==> config.mk <==
export PLATFORM = sky130hd
export DESIGN_NAME = flac_subframe_sequencer_flat
export DESIGN_NICKNAME = d
export VERILOG_FILES = /design/src/rtl/flac_subframe_sequencer_if.sv /design/src/rtl/flac_subframe_sequencer.sv /design/src/flat_wrapper.sv
export SDC_FILE = /design/constraint.sdc
export NUM_CORES = 1
export LEC_CHECK = 0
export CAP_MARGIN = 20
export CELL_PAD_IN_SITES_DETAIL_PLACEMENT = 0
export CELL_PAD_IN_SITES_GLOBAL_PLACEMENT = 1
export CORE_UTILIZATION = 39
export CTS_CLUSTER_SIZE = 12
export DETAILED_ROUTE_END_ITERATION = 12
export PLACE_DENSITY_LB_ADDON = 0.1
export SLEW_MARGIN = 20
export SYNTH_ARGS = -nofsm -noshare
export SYNTH_HDL_FRONTEND = slang
export SYNTH_SLANG_ARGS = --single-unit
==> constraint.sdc <==
create_clock -name clk -period 3.3 [get_ports clk]
set_clock_uncertainty 0.1 [all_clocks]
set_input_delay 0.33 -clock clk [delete_from_list [all_inputs] [get_ports clk]]
set_output_delay 0.33 -clock clk [all_outputs]
set_load 0.02 [all_outputs]
==> src/rtl/flac_subframe_sequencer_if.sv <==
// flac_subframe_sequencer_if: frame request, RAM read port and fixed-decoder control bundle.
// The cycles signal exists only when SEQ_PERF_CNT_EN is defined.
interface flac_subframe_sequencer_if #(parameter int CH_W = 4);
  logic            start;
  logic [15:0]     frame_addr;
  logic [15:0]     block_size;
  logic [CH_W-1:0] channels;
  logic [15:0]     ram_addr;
  logic [15:0]     ram_data;
  logic            dec_rst;
  logic            dec_enable;
  logic [3:0]      dec_order;
  logic [15:0]     dec_start_addr;
  logic [15:0]     dec_read_addr;
  logic [15:0]     dec_samples_read;
  logic [CH_W-1:0] channel;
  logic            busy;
  logic            done;
  logic            error;
`ifdef SEQ_PERF_CNT_EN
  logic [31:0]     cycles;
`endif
  modport master (
    input  start, frame_addr, block_size, channels, ram_data, dec_read_addr, dec_samples_read,
    output ram_addr, dec_rst, dec_enable, dec_order, dec_start_addr, channel, busy, done, error
`ifdef SEQ_PERF_CNT_EN
    , output cycles
`endif
  );
  modport slave (
    output start, frame_addr, block_size, channels, ram_data, dec_read_addr, dec_samples_read,
    input  ram_addr, dec_rst, dec_enable, dec_order, dec_start_addr, channel, busy, done, error
`ifdef SEQ_PERF_CNT_EN
    , input cycles
`endif
  );
endinterface

==> src/rtl/flac_subframe_sequencer.sv <==
// flac_subframe_sequencer: walks a FLAC frame's fixed-predictor subframes and drives the decoder.
// Define SEQ_PERF_CNT_EN to add the busy-cycle counter output.
module flac_subframe_sequencer #(
  parameter int CH_W           = 4,
  parameter int TIMEOUT_CYCLES = 65535
) (
  input logic                       clk,
  input logic                       rst_n,
  flac_subframe_sequencer_if.master bus
);
  localparam int WD_W = $clog2(TIMEOUT_CYCLES + 1);
  typedef enum logic [2:0] {IDLE, FETCH, PARSE, LAUNCH, RUN, NEXT, DONE, ERR} state_t;
  state_t          state;
  logic [15:0]     hdr_addr;
  logic [15:0]     blk;
  logic [CH_W-1:0] chs;
  logic [WD_W-1:0] wd;
  logic [7:0]      hdr;
  logic            hdr_ok;
  logic            bad_cfg;
  logic            unused_ok;
  assign hdr       = bus.ram_data[15:8];
  // pad=0, wasted=0, type 001ooo with ooo<=4
  assign hdr_ok    = !hdr[7] && !hdr[0] && hdr[6:4] == 3'b001 && hdr[3:1] <= 3'd4;
  assign bad_cfg   = bus.channels == '0 || bus.block_size == '0;
  assign unused_ok = ^bus.ram_data[7:0];
  assign bus.ram_addr = state == RUN ? bus.dec_read_addr : hdr_addr;
  always_ff @(posedge clk or negedge rst_n)
    if (!rst_n) begin
      state              <= IDLE;
      hdr_addr           <= '0;
      blk                <= '0;
      chs                <= '0;
      wd                 <= '0;
      bus.dec_rst        <= 1'b1;
      bus.dec_enable     <= 1'b0;
      bus.dec_order      <= '0;
      bus.dec_start_addr <= '0;
      bus.channel        <= '0;
      bus.busy           <= 1'b0;
      bus.done           <= 1'b0;
      bus.error          <= 1'b0;
    end else begin
      bus.done <= 1'b0;
      case (state)
        IDLE, ERR: if (bus.start) begin
          hdr_addr       <= bus.frame_addr;
          blk            <= bus.block_size;
          chs            <= bus.channels;
          bus.channel    <= '0;
          bus.error      <= bad_cfg;
          bus.busy       <= !bad_cfg;
          bus.dec_rst    <= bad_cfg;
          bus.dec_enable <= 1'b0;
          state          <= bad_cfg ? ERR : FETCH;
        end
        FETCH: state <= PARSE;
        PARSE: begin
          state       <= hdr_ok ? LAUNCH : ERR;
          bus.dec_rst <= 1'b1;
          bus.busy    <= hdr_ok;
          bus.error   <= !hdr_ok;
          if (hdr_ok) begin
            bus.dec_order      <= {1'b0, hdr[3:1]};
            bus.dec_start_addr <= hdr_addr + 16'd1;
          end
        end
        LAUNCH: begin
          state          <= RUN;
          bus.dec_rst    <= 1'b0;
          bus.dec_enable <= 1'b1;
          wd             <= '0;
        end
        // completion is tested first so it wins over a coincident watchdog expiry
        RUN: if (bus.dec_samples_read == blk) begin
          state          <= NEXT;
          bus.dec_enable <= 1'b0;
        end else if (wd == WD_W'(TIMEOUT_CYCLES - 1)) begin
          state          <= ERR;
          bus.dec_enable <= 1'b0;
          bus.dec_rst    <= 1'b1;
          bus.busy       <= 1'b0;
          bus.error      <= 1'b1;
        end else begin
          wd <= wd + 1'b1;
        end
        NEXT: begin
          hdr_addr <= bus.dec_read_addr + 16'd1;
          if (bus.channel + 1'b1 == chs) begin
            state    <= DONE;
            bus.done <= 1'b1;
          end else begin
            bus.channel <= bus.channel + 1'b1;
            state       <= FETCH;
          end
        end
        DONE: begin
          state    <= IDLE;
          bus.busy <= 1'b0;
        end
        default: state <= IDLE;
      endcase
    end
`ifdef SEQ_PERF_CNT_EN
  always_ff @(posedge clk or negedge rst_n)
    if (!rst_n) bus.cycles <= '0;
    else if (bus.start && (state == IDLE || state == ERR)) bus.cycles <= '0;
    else if (bus.busy) bus.cycles <= bus.cycles + 32'd1;
`endif
endmodule

==> src/flat_wrapper.sv <==
// flat-port wrapper written by rule: the top's interface ports become plain ports
module flac_subframe_sequencer_flat 
#(
  parameter int CH_W           = 4,
  parameter int TIMEOUT_CYCLES = 65535
)
  (clk, rst_n, bus_start, bus_frame_addr, bus_block_size, bus_channels, bus_ram_data, bus_dec_read_addr, bus_dec_samples_read, bus_ram_addr, bus_dec_rst, bus_dec_enable, bus_dec_order, bus_dec_start_addr, bus_channel, bus_busy, bus_done, bus_error);
  flac_subframe_sequencer_if #(.CH_W(CH_W)) bus_i ();
  input logic clk;
  input logic rst_n;
  input wire logic [$bits(bus_i.start)-1:0] bus_start;
  input wire logic [$bits(bus_i.frame_addr)-1:0] bus_frame_addr;
  input wire logic [$bits(bus_i.block_size)-1:0] bus_block_size;
  input wire logic [$bits(bus_i.channels)-1:0] bus_channels;
  input wire logic [$bits(bus_i.ram_data)-1:0] bus_ram_data;
  input wire logic [$bits(bus_i.dec_read_addr)-1:0] bus_dec_read_addr;
  input wire logic [$bits(bus_i.dec_samples_read)-1:0] bus_dec_samples_read;
  output wire logic [$bits(bus_i.ram_addr)-1:0] bus_ram_addr;
  output wire logic [$bits(bus_i.dec_rst)-1:0] bus_dec_rst;
  output wire logic [$bits(bus_i.dec_enable)-1:0] bus_dec_enable;
  output wire logic [$bits(bus_i.dec_order)-1:0] bus_dec_order;
  output wire logic [$bits(bus_i.dec_start_addr)-1:0] bus_dec_start_addr;
  output wire logic [$bits(bus_i.channel)-1:0] bus_channel;
  output wire logic [$bits(bus_i.busy)-1:0] bus_busy;
  output wire logic [$bits(bus_i.done)-1:0] bus_done;
  output wire logic [$bits(bus_i.error)-1:0] bus_error;
  assign bus_i.start = bus_start;
  assign bus_i.frame_addr = bus_frame_addr;
  assign bus_i.block_size = bus_block_size;
  assign bus_i.channels = bus_channels;
  assign bus_i.ram_data = bus_ram_data;
  assign bus_i.dec_read_addr = bus_dec_read_addr;
  assign bus_i.dec_samples_read = bus_dec_samples_read;
  assign bus_ram_addr = bus_i.ram_addr;
  assign bus_dec_rst = bus_i.dec_rst;
  assign bus_dec_enable = bus_i.dec_enable;
  assign bus_dec_order = bus_i.dec_order;
  assign bus_dec_start_addr = bus_i.dec_start_addr;
  assign bus_channel = bus_i.channel;
  assign bus_busy = bus_i.busy;
  assign bus_done = bus_i.done;
  assign bus_error = bus_i.error;
  flac_subframe_sequencer #(.CH_W(CH_W), .TIMEOUT_CYCLES(TIMEOUT_CYCLES)) u_core (.clk(clk), .rst_n(rst_n), .bus(bus_i));
endmodule
# After elaboration in Yosys (flattened, before gate mapping)
# Index checks and enable logic that the tools add are counted.
[word_totals]
regBits = 83
out_inout_bits = 45
[classes]
add_sub_neg = 4
mux = 30
magnitude_cmp = 1
n_eq_ne = 17
reduce_logical = 28
[ops]
columns = ["operator", "n"]
rows = [
  ["$mux W16", 4],
  ["$pmux W16 S2", 2],
  ["$add A16 B1 Y16 const B", 3],
  ["$pmux W3 S7", 1],
  ["$mux W3", 6],
  ["$eq A16 B16 Y1", 1],
  ["$eq A16 B16 Y1 const B", 1],
  ["$logic_not A16 Y1", 1],
  ["$eq A3 B3 Y1 const B", 4],
  ["$reduce_and A4 Y1", 3],
  ["$mux W1", 10],
  ["$ne A2 B2 Y1 const B", 5],
  ["$reduce_and A3 Y1", 3],
  ["$mux W4", 2],
  ["$pmux W1 S4", 2],
  ["$pmux W4 S2", 1],
  ["$reduce_and A2 Y1", 4],
  ["$reduce_bool A4 Y1", 2],
  ["$eq A3 B1 Y1 const B", 2],
  ["$eq A3 B2 Y1 const B", 2],
  ["$pmux W1 S3", 2],
  ["$reduce_bool A3 Y1", 2],
  ["$add A4 B1 Y4 const B", 1],
  ["$eq A4 B4 Y1", 1],
  ["other kinds (9)", 15],
]

# Longest topological paths before layout
# Gate-level depths: netlist (run 1).
[logic_depth]
word_depth = 6
depth_mapped = 8
ltp_nobuf = 7

# Worst setup path before layout (run 1)
# OpenSTA, ideal clock, no wires.
[synth_timing]
path_kind = "reg2reg"
startpoint = "register u_core.bus.channel[0]"
endpoint = "register u_core.state[0]"
t_arrival_ps = 1799
setup_slack_ps = 1278
setup_time_ps = 123
path_stages_with_launch = 8
path_cell_list = "dfrtp_1 ha_1 xor2_1 nor2_1 and3_1 clkbuf_1 a22oi_1 o221a_2"
[synth_between]
elab_chain_cells = 4
[synth_rtl]
columns = ["element", "line_no", "source"]
rows = [
  ["from (decl)", "flac_subframe_sequencer_if.sv:25", "output ram_addr, dec_rst, dec_enable, dec_order, dec_start_addr, channel, busy, done, error"],
  ["from (signal assigned)", "flac_subframe_sequencer.sv:93", "bus.channel <= bus.channel + 1'b1;"],
  ["$add A4 B1 Y4", "flac_subframe_sequencer.sv:89", "if (bus.channel + 1'b1 == chs) begin"],
  ["$eq A4 B4 Y1", "flac_subframe_sequencer.sv:89", ""],
  ["$mux W3", "flac_subframe_sequencer.sv:89", ""],
  ["$pmux W3 S7", "flac_subframe_sequencer.sv:45", "case (state)"],
  ["to (signal assigned)", "flac_subframe_sequencer.sv:55", "state <= bad_cfg ? ERR : FETCH;"],
  ["to (signal assigned)", "flac_subframe_sequencer.sv:59", "state <= hdr_ok ? LAUNCH : ERR;"],
  ["to (decl)", "flac_subframe_sequencer.sv:13", "state_t state;"],
]
# No other way between the ends.
# A chain may end at the register's enable or synchronous reset.

# Worst setup path in the final report (run 1)
[layout_timing]
startpoint = "register u_core.state[0]"
endpoint = "output bus_ram_addr[1]"
[layout_between]
elab_chain_cells = 2
[layout_rtl]
columns = ["element", "line_no", "source"]
rows = [
  ["$eq A3 B3 Y1", "flac_subframe_sequencer.sv:27", "assign bus.ram_addr = state == RUN ? bus.dec_read_addr : hdr_addr;"],
  ["$mux W16", "flac_subframe_sequencer.sv:27", ""],
  ["to (decl)", "flat_wrapper.sv:18", "output wire logic [$bits(bus_i.ram_addr)-1:0] bus_ram_addr;"],
]
# No other way between the ends.

==> results of run 1 <==
[power by group]
part	internal, mW	switching [mW]	total, mW
sequential	1.39	0.389	1.78
clock	0.741	0.419	1.16
combinational	1.20	1.34	2.55
[registers in the layout, summed over array words and instances (netlist names), 3 cells and up]
name	flops
u_core.bus.dec_order	3
u_core.state	3
u_core.bus.dec_start_addr	16
u_core.blk	16
u_core.hdr_addr	16
u_core.chs	4
u_core.wd	16
u_core.bus.channel	4
[area by class of cell]
cell class	count	area, um2	share of cell area, %
multi-input cells	422	2640	40.1
flip-flops and latches	83	2080	31.6
inverters	6	22.5	0.343
well taps	168	210	3.20
clock buffers	10	229	3.48
repair buffers	130	1280	19.5
clock inverters	6	114	1.73
[cells by family after synthesis]
logic type               share of synthesized area [%]
adder cells (fa/ha/maj)                           1.28
buffers and inverters                             3.41
XOR/XNOR                                          8.80
multiplexers                                      6.87
AO/OA/AOI/OAI                                     12.2
flip-flops                                        42.6
AND/OR/NAND/NOR                                   24.8
other                                           0.0768
[cells in the final DEF, fill, tap and decap left out, types with 16 or more instances in the layout]
master	Yosys	layout
nand2_1	121	121
clkdlybuf4s50_1	0	121
dfrtp_1	82	82
xor2_1	34	34
nand3_1	29	29
o21ai_0	28	28
nor2_1	22	22
mux2_2	20	20
a21oi_1	17	17
and3_1	16	16
[layer usage]
| layer | GRT usage [%] | part of all wire [%] |
|---|---|---|
| met5 | 0 | 0 |
| met4 | 7.01 | 1.3 |
| met3 | 2.92 | 3.9 |
| met2 | 34.5 | 47 |
| met1 | 29.6 | 47 |
[final timing paths]
path | cells past startpoint | from | endpoint
worst max-delay path | 4 | u_core.state[0] | bus_ram_addr[1]
max in group asynchronous | 1 | rst_n | u_core.bus.done
worst min register to register | 2 | u_core.bus.dec_start_addr[7] | u_core.bus.dec_start_addr[7]
min in group clk | 2 | u_core.bus.dec_start_addr[7] | u_core.bus.dec_start_addr[7]
worst max register to register | 4 | u_core.state[0] | u_core.bus.dec_order[0]
worst min-delay path | 1 | rst_n | u_core.bus.dec_start_addr[13]
[per-stage QoR]
step	cell area [um2]	hold WS [ps]	power [mW]
floorplan	4880	-65.6	3.38
global placement	6220	362	4.31
detailed placement	6220	369	4.36
CTS	6570	124	5.53
global route	6570	0.322	5.88
finish	6570	-77.3	5.48
==> results.sh, run 1 <==
export IMPL_status="finished with violations"
export IMPL_violations="negative hold slack"
export IMPL_yosysTopAreaCell="dfrtp_1"
export IMPL_io_pins=132
export IMPL_cts_tree="yes"
export IMPL_gp_congestion=0.800
export IMPL_reg2reg_slack_ps=790
export IMPL_required_ps=2870
export IMPL_path_delay_family="buffers and inverters"
export IMPL_min_period_ps=2930
export IMPL_ctsResizeCount=0
export IMPL_fin_util_pct=54.3
export IMPL_yosys_area_top_type_share_pct=42.1
export IMPL_core_um2=12100
export IMPL_startpoint_type="flip-flop"
export IMPL_clk_latency_ps=340
export IMPL_period_share_pct=88.8
export IMPL_num_rows=40
export IMPL_synth_edff_count=0
export IMPL_clk_path_buf_depth=2
export IMPL_cts_clk_slew_worst_paths_ps=60
export IMPL_powerDensity_nw_per_um2=834
export IMPL_synthTopCellsByCount="nand2_1 (121), dfrtp_1 (82), xor2_1 (34)"
export IMPL_slew_viol_final=0
export IMPL_grt_pass1_wl_um=21300
export IMPL_timing_max_cap_violations=0
export IMPL_synth_ff_latch_count=83
export IMPL_dr_pass1_iters=4
export IMPL_yosys_warnings=0
export IMPL_dp_cells=809
export IMPL_async_flop_share_pct=100
export IMPL_fin_hold_ws_ps=-77.3
export IMPL_setup_tns_ps=0
export IMPL_grt_overflow=0
export IMPL_fillers=1171
export IMPL_initial_core_util_pct=40.3
export IMPL_grt_usage_pct=21.4
export IMPL_die_w_um=114
export IMPL_htree_levels=3
export IMPL_hold_violations=82
export IMPL_io_buffer_count=122
export IMPL_synth_fp_nets=629
export IMPL_routedWlPerCell_um=15.9
export IMPL_grt_setup_unrepaired="no"
export IMPL_hpwl_um=9660
export IMPL_syn_avg_cell_area_um2=9.09
export IMPL_worstPathArrival_ps=2500
export IMPL_max_stage_delay_ps=600
export IMPL_vdd_ir_drop_max_mv=0.427
export IMPL_synth_area_top_cells="dfrtp_1 (42%), nand2_1 (9.3%), xor2_1 (6.1%)"
export IMPL_seq_area_frac_synth_pct=42.6
export IMPL_fp_dieH_um=114
export IMPL_route_detailed_drc=0
export IMPL_dp_slack_ps=624
export IMPL_finalSetupViolCount=0
export IMPL_hold_class="primary input to asynchronous set/reset pin"
export IMPL_grt_antenna_before_repair=0
export IMPL_ant_nets=0
export IMPL_drt_wl_total_um=13100
export IMPL_crit_buf_inv=2
export IMPL_cts_root_buf="clkbuf_16"
export IMPL_fin_cells=825
export IMPL_end_kind="output pin"
export IMPL_synth_ff_type="dfrtp_1"
export IMPL_postCtsSetupBuffers=0
export IMPL_syn_area_um2=4880
export IMPL_synth_cells=537
export IMPL_crit_path_top_delay_cell="dfrtp_1"
export IMPL_holdBufCountCts=0
export IMPL_dr_first_iter_drc_count=274
export IMPL_via_count=4318
export IMPL_final_setup_worst_slack_ps=369
export IMPL_slew_headroom_pct=48.7
export IMPL_viasPerCell=5.23
export IMPL_area_growth_pct=34.7
export IMPL_yosysUniqueCellTypes=60
export IMPL_synth_most_common_cell="nand2_1"
export IMPL_die_area_um2=13000
export IMPL_grt_max_degree=84
export IMPL_grt_pass1_vias=4157
export IMPL_nNetsFinal=744
export IMPL_cts_buffers=9
export IMPL_max_freq_ghz=0.341
export IMPL_path_cells="nor3_4 > buf_4 > mux2_2 > clkdlybuf4s50_1"
export IMPL_diodes=0
export IMPL_cts_sinks=83
export IMPL_worstPathMaxFanout=17
export IMPL_worstMarginPinSlew_ps=769
export IMPL_drive_above_1_share_pct=9.44
export IMPL_worstSetupPathType="flip-flop to output pin"
export IMPL_p_leak_nw=2.75
Power figures use the tool's default switching activity.
==> inputs of run 2 (changes only) <==
--- a/config.mk
+++ b/config.mk
@@ -5,13 +5,14 @@
 export SDC_FILE = /design/constraint.sdc
 export NUM_CORES = 1
 export LEC_CHECK = 0
+export ABC_AREA = 1
 export CAP_MARGIN = 20
 export CELL_PAD_IN_SITES_DETAIL_PLACEMENT = 0
 export CELL_PAD_IN_SITES_GLOBAL_PLACEMENT = 1
-export CORE_UTILIZATION = 39
+export CORE_UTILIZATION = 38
 export CTS_CLUSTER_SIZE = 12
 export DETAILED_ROUTE_END_ITERATION = 12
-export PLACE_DENSITY_LB_ADDON = 0.1
+export PLACE_DENSITY = 0.93
 export SLEW_MARGIN = 20
 export SYNTH_ARGS = -nofsm -noshare
 export SYNTH_HDL_FRONTEND = slang
==> run 2 against run 1 <==
Compared with the run above: largest cell class unchanged; largest power group unchanged; cell count up 24%; synthesized cell count is 35% higher; the run now ends clean; global-route usage fell by 1.5 points; fmax rose by 5.3%; non-clock buffer count decreased by 2; power fell by 4.0%; sequential share of layout area decreased by 1.3 points; critical endpoint is now bus_ram_addr[11]; combinational power is essentially flat; flip-flop and latch count did not move; sequential power down 6%.
==> results.sh, run 2 <==
export IMPL_min_period_ps=2780
export IMPL_async_flop_share_pct=100
export IMPL_grt_pass1_wl_um=21800
export IMPL_drt_wl_total_um=13300
export IMPL_synth_area_top_cells="dfrtp_1 (40%), nand2_1 (16%), inv_1 (5.8%)"
export IMPL_yosysTopAreaCell="dfrtp_1"
export IMPL_wl_met1_um=6420
export IMPL_yosys_area_top_type_share_pct=39.7
export IMPL_max_freq_ghz=0.359
export IMPL_crit_buf_inv=2
export IMPL_worstSetupPathType="flip-flop to output pin"
export IMPL_synth_edff_count=0
export IMPL_slew_headroom_pct=58.6
export IMPL_route_met3_wl_um=753
export IMPL_required_ps=2870
export IMPL_io_pins=132
export IMPL_timing_max_cap_violations=0
export IMPL_viasPerCell=4.68
export IMPL_synthTopCellsByCount="nand2_1 (227), dfrtp_1 (82), inv_1 (80), nor2_1 (80), o21ai_0 (59)"
export IMPL_powerDensity_nw_per_um2=769
export IMPL_worstPathArrival_ps=2350
export IMPL_grt_pass1_vias=4409
export IMPL_synth_cells=723
export IMPL_gp_congestion=0.822
export IMPL_fin_util_pct=51.7
export IMPL_timing_rr_end="u_core.wd[2]"
export IMPL_cp_endpoint="bus_ram_addr[11]"
export IMPL_fp_dieH_um=119
export IMPL_syn_area_um2=5170
export IMPL_synth_ff_latch_count=83
export IMPL_route_detailed_drc=0
export IMPL_io_buffer_count=122
export IMPL_crit_start="u_core.state[1]"
export IMPL_layout_commonest_cell="nand2_1"
export IMPL_hold_class="flip-flop to flip-flop"
export IMPL_rr_worst_depth=10
export IMPL_grt_setup_unrepaired="no"
export IMPL_period_share_pct=84.4
export IMPL_slew_viol_final=0
export IMPL_final_cell_mix="nand2_1 (227), clkdlybuf4s50_1 (121), dfrtp_1 (82)"
export IMPL_via_count=4789
export IMPL_reg2reg_slack_ps=860
export IMPL_cts_tree="yes"
export IMPL_clk_path_buf_depth=2
export IMPL_clk_latency_ps=350
export IMPL_cts_root_buf="clkbuf_16"
export IMPL_finalSetupViolCount=0
export IMPL_die_w_um=119
export IMPL_dr_pass1_iters=5
export IMPL_hpwl_um=9950
export IMPL_status="complete, no violations"
export IMPL_cts_buffers=9
export IMPL_synth_most_common_cell="nand2_1"
export IMPL_yosysUniqueCellTypes=40
export IMPL_dr_first_iter_drc_count=248
export IMPL_drive_above_1_share_pct=6.49
export IMPL_worstMarginPinSlew_ps=620
export IMPL_crit_path_top_delay_cell="clkdlybuf4s50_1"
export IMPL_syn_avg_cell_area_um2=7.16
export IMPL_ant_nets=0
export IMPL_cts_sinks=83
export IMPL_grt_max_degree=39
export IMPL_diodes=0
export IMPL_synth_ff_type="dfrtp_1"
export IMPL_route_met2_wl_um=5950
export IMPL_path_cells="inv_2 > nand2_1 > nor2_4 > nand2_1 > o21ai_0 > clkdlybuf4s50_1"
export IMPL_worst_path_stages=6
export IMPL_yosys_warnings=0
export IMPL_r2r_start="u_core.state[1]"
export IMPL_core_um2=13200
export IMPL_ctsResizeCount=0
export IMPL_seq_area_frac_synth_pct=40.2
export IMPL_synth_fp_nets=815
export IMPL_nNetsFinal=934
export IMPL_grt_overflow=0
export IMPL_routedWlPerCell_um=13.0
export IMPL_setup_tns_ps=0
export IMPL_path_delay_family="buffers and inverters"
export IMPL_end_kind="output pin"
export IMPL_grt_antenna_before_repair=0
export IMPL_num_rows=42
export IMPL_hold_violations=0
export IMPL_vdd_ir_drop_max_mv=0.388
export IMPL_cpMostUsedCell="nand2_1"
export IMPL_worstPathMaxFanout=33
export IMPL_p_leak_nw=3.24
export IMPL_grt_usage_pct=19.8
export IMPL_initial_core_util_pct=39.1
export IMPL_top_layer="met4"
export IMPL_area_growth_pct=32.3
export IMPL_max_stage_delay_ps=660
export IMPL_die_area_um2=14100
export IMPL_cts_clk_slew_worst_paths_ps=60
export IMPL_startpoint_type="flip-flop"
export IMPL_htree_levels=3
==> run 2: power breakdown <==
group          internal (mW)  total, mW  switching, mW
logic                   1.04       2.56           1.52
registers               1.38       1.67          0.290
clock network          0.615       1.03          0.418
total                   3.04       5.26           2.23
==> run 2: what timing repair did <==
item                      4_1_cts  5_1_grt
setup buffers                   0        0
hold buffers                    1        0
hold endpoints to repair       35        0
==> run 2: cell families after synthesis <==
logic type,count (synthesis),share of synthesized area [%]
XOR/XNOR,34,5.76
AO/OA/AOI/OAI,98,11.4
flip-flops,83,40.2
AND/OR/NAND/NOR,392,32.5
buffers and inverters,110,8.95
other,1,0.0725
adder cells (fa/ha/maj),5,1.21
==> run 2: worst min-delay path by stage <==
stage / cells past startpoint / to / start
after CTS: 2 / u_core.bus.dec_order[2] / u_core.bus.dec_order[2]
final: 2 / u_core.bus.dec_order[2] / u_core.bus.dec_order[2]
after global routing: 2 / u_core.bus.dec_order[2] / u_core.bus.dec_order[2]
after floorplan: 0 / u_core.blk[0] / rst_n
after global placement: 1 / u_core.wd[9] / rst_n
after detailed placement: 1 / u_core.wd[9] / rst_n
==> run 2: cell type report <==
class                           instances  area (um2)
Sequential cell                        83        2080
Timing Repair Buffer                  128        1270
Clock buffer                           14         294
Multi-Input combinational cell        530        2630
Clock inverter                          2        16.3
Inverter                               90         338
Fill cell                            1333        6400
Tap cell                              176         220
==> run 2: worst min-delay path, stage by stage, from the launching register on <==
cell and delay [ps]:
dfrtp_1 340, nand2_1 50, nand2_1 50
==> run 2: stage by stage <==
step           instances  setup slack [ps]  area (um2)  total power, mW  hold WS (ps)
2_1_floorplan        723              1440        5170             3.33         -65.6
3_3_place_gp        1006               841        6530             4.22           244
3_5_place_dp        1006               842        6530             4.24           247
4_1_cts             1023               483        6850             5.31           373
5_1_grt             1023               249        6850             5.66           386
6_report            1023               516        6850             5.26           370
==> run 2: layer usage <==
metal / vias up / GRT usage [%]
li1: 2538 / -
met1: 2129 / 26.5
met2: 110 / 31.3
met3: 12 / 4.68
met4: 0 / 6.96
met5: - / 0
==> inputs of run 3 (changes only) <==
--- a/config.mk
+++ b/config.mk
@@ -9,10 +9,10 @@
 export CAP_MARGIN = 20
 export CELL_PAD_IN_SITES_DETAIL_PLACEMENT = 0
 export CELL_PAD_IN_SITES_GLOBAL_PLACEMENT = 1
-export CORE_UTILIZATION = 38
+export CORE_UTILIZATION = 32
 export CTS_CLUSTER_SIZE = 12
 export DETAILED_ROUTE_END_ITERATION = 12
-export PLACE_DENSITY = 0.93
+export PLACE_DENSITY = 0.84
 export SLEW_MARGIN = 20
 export SYNTH_ARGS = -nofsm -noshare
 export SYNTH_HDL_FRONTEND = slang
==> constraint.sdc (replaced) <==
create_clock -name clk -period 2.4 [get_ports clk]
set_clock_uncertainty 0.1 [all_clocks]
set_input_delay 0.24 -clock clk [delete_from_list [all_inputs] [get_ports clk]]
set_output_delay 0.24 -clock clk [all_outputs]
set_load 0.02 [all_outputs]
==> run 3 against run 2 <==
Compared with the run above: critical path depth up 1; core utilization down 8.0 points; setup slack worse by 330 ps; register-to-register slack worse by 440 ps; cell count up 4.7%; flip-flop and latch count unchanged; hold slack worse by 13 ps; combinational power up 37%; final area up 1.1%; power up 35%; non-clock buffer count up 8; first-iteration DRC count up 8.1%.
==> results.sh, run 3 (same netlist as run 2, synthesis figures left out) <==
export IMPL_dr_first_iter_drc_count=268
export IMPL_layout_commonest_cell="nand2_1"
export IMPL_max_freq_ghz=0.452
export IMPL_period_share_pct=92.1
export IMPL_fin_cells=1071
export IMPL_finalSetupViolCount=0
export IMPL_dr_pass1_iters=5
export IMPL_grt_use_met2_pct=29.8
export IMPL_worstHoldStart="bus_block_size[11]"
export IMPL_postCtsSetupBuffers=0
export IMPL_grt_pass1_vias=4720
export IMPL_grt_setup_unrepaired="no"
export IMPL_nNetsFinal=942
export IMPL_setup_tns_ps=0
export IMPL_status="complete, no violations"
export IMPL_final_cell_mix="nand2_1 (227), clkdlybuf4s50_1 (105), dfrtp_1 (82)"
export IMPL_io_pins=132
export IMPL_gp_congestion=0.831
export IMPL_crit_start="u_core.state[0]"
export IMPL_startpoint_type="flip-flop"
export IMPL_end_kind="output pin"
export IMPL_hpwl_um=10700
export IMPL_cts_tree="yes"
export IMPL_fillers=1609
export IMPL_die_w_um=129
export IMPL_max_stage_delay_ps=420
export IMPL_slew_headroom_pct=56.0
export IMPL_timing_max_cap_violations=0
export IMPL_worstPathMaxFanout=31
export IMPL_p_leak_nw=3.29
export IMPL_placed_area_um2=6650
export IMPL_required_ps=2060
export IMPL_grt_overflow=0
export IMPL_r2r_start="u_core.state[0]"
export IMPL_fin_hold_ws_ps=357
export IMPL_busiest_layer="met2"
export IMPL_num_rows=46
export IMPL_io_buffer_count=122
export IMPL_hold_violations=0
export IMPL_grt_use_met1_pct=23.6
export IMPL_worstMarginPinSlew_ps=660
export IMPL_clk_latency_ps=350
export IMPL_htree_levels=3
export IMPL_fin_area_um2=6920
export IMPL_grt_util_met3_pct=3.39
export IMPL_grt_antenna_before_repair=1
export IMPL_viasPerCell=4.56
export IMPL_diodes=0
export IMPL_route_detailed_drc=0
export IMPL_min_period_ps=2210
export IMPL_ant_nets=0
export IMPL_via_count=4883
export IMPL_cts_clk_slew_worst_paths_ps=70
export IMPL_cts_sinks=83
export IMPL_cts_buffers=9
export IMPL_grt_max_degree=49
export IMPL_initial_core_util_pct=32.7
export IMPL_worstSetupPathType="flip-flop to output pin"
export IMPL_worstPathArrival_ps=1870
export IMPL_cts_root_buf="clkbuf_16"
export IMPL_dp_slack_ps=203
export IMPL_fp_dieH_um=129
export IMPL_drive_above_1_share_pct=7.25
export IMPL_slew_viol_final=0
export IMPL_grt_pass1_wl_um=23200
export IMPL_powerDensity_nw_per_um2=1030
export IMPL_hold_class="primary input to flip-flop"
export IMPL_die_area_um2=16700
export IMPL_dp_cells=1054
export IMPL_routedWlPerCell_um=13.0
export IMPL_crit_path_top_delay_cell="dfrtp_1"
export IMPL_path_cells="inv_2 > nand2_1 > nor2_4 > buf_12 > nand2_1 > o21ai_0 > dlygate4sd2_1"
export IMPL_cpMostUsedCell="nand2_1"
export IMPL_final_setup_worst_slack_ps=189
export IMPL_core_um2=15800
export IMPL_grt_usage_pct=18.1
export IMPL_area_growth_pct=33.7
export IMPL_clk_path_buf_depth=2
export IMPL_vdd_ir_drop_max_mv=0.429
export IMPL_drt_wl_total_um=13900
run 3: cell types whose count changed in the layout (fill, tap and decap cells not counted), sizes merged:
cell / before / now
buf: 6 / 14
clkinv: 2 / 3
clkbuf: 14 / 11
clkinvlp: 1 / 2
dlygate4sd2: 0 / 16
inv: 89 / 90
clkdlybuf4s50: 121 / 105
run 3: worst paths after layout:
kind                                            to  slack, ps  cells past startpoint
min in group asynchronous             u_core.wd[9]        370                      2
max in group asynchronous       u_core.hdr_addr[9]       1170                      3
hold reg to reg            u_core.bus.dec_order[0]        370                      2
setup / recovery                  bus_ram_addr[13]        190                      7
hold / removal                      u_core.blk[11]        360                      3
setup reg to reg                      u_core.wd[1]        420                     10
run 3: worst max-delay path, delay by kind of cell (launching register included):
family	cells	cell delay, ps
buffers and inverters	3	630
DFF	1	420
and+or+nand+nor	3	320
AOI/OAI and AO/OA	1	150
run 3: per-stage QoR:
stage,total power [mW],util (%)
2_1_floorplan,4.58,-
3_3_place_gp,5.91,42.0
3_5_place_dp,5.96,42.0
4_1_cts,7.19,43.7
5_1_grt,7.72,43.7
6_report,7.13,43.7
run 3: power by group:
part | internal, mW | switching [mW] | leakage (nW)
combinational | 1.37 | 2.13 | 2.09
clock | 0.734 | 0.596 | 0.132
sequential | 1.90 | 0.397 | 1.07
run 3: per-layer routing:
layer,routed length [um],vias up
li1,-,2549
met1,6670,2212
met2,6360,106
met3,672,16
met4,239,0
met5,0,-
run 3: final cells by class:
class                           count  area, um2  area share [%]
Timing Repair Buffer              136       1320            19.1
Multi-Input combinational cell    530       2630            38.1
Clock buffer                       11        243            3.51
Tap cell                          216        270            3.91
Clock inverter                      5       37.5           0.543
Inverter                           90        338            4.88
Sequential cell                    83       2080            30.0
run 3: repair_timing:
| item | 4_1_cts | 5_1_grt |
|---|---|---|
| hold endpoints to repair | 44 | 0 |
| setup endpoints to repair | 16 | 0 |
| hold buffers | 1 | 0 |
| resized for setup | 16 | 0 |
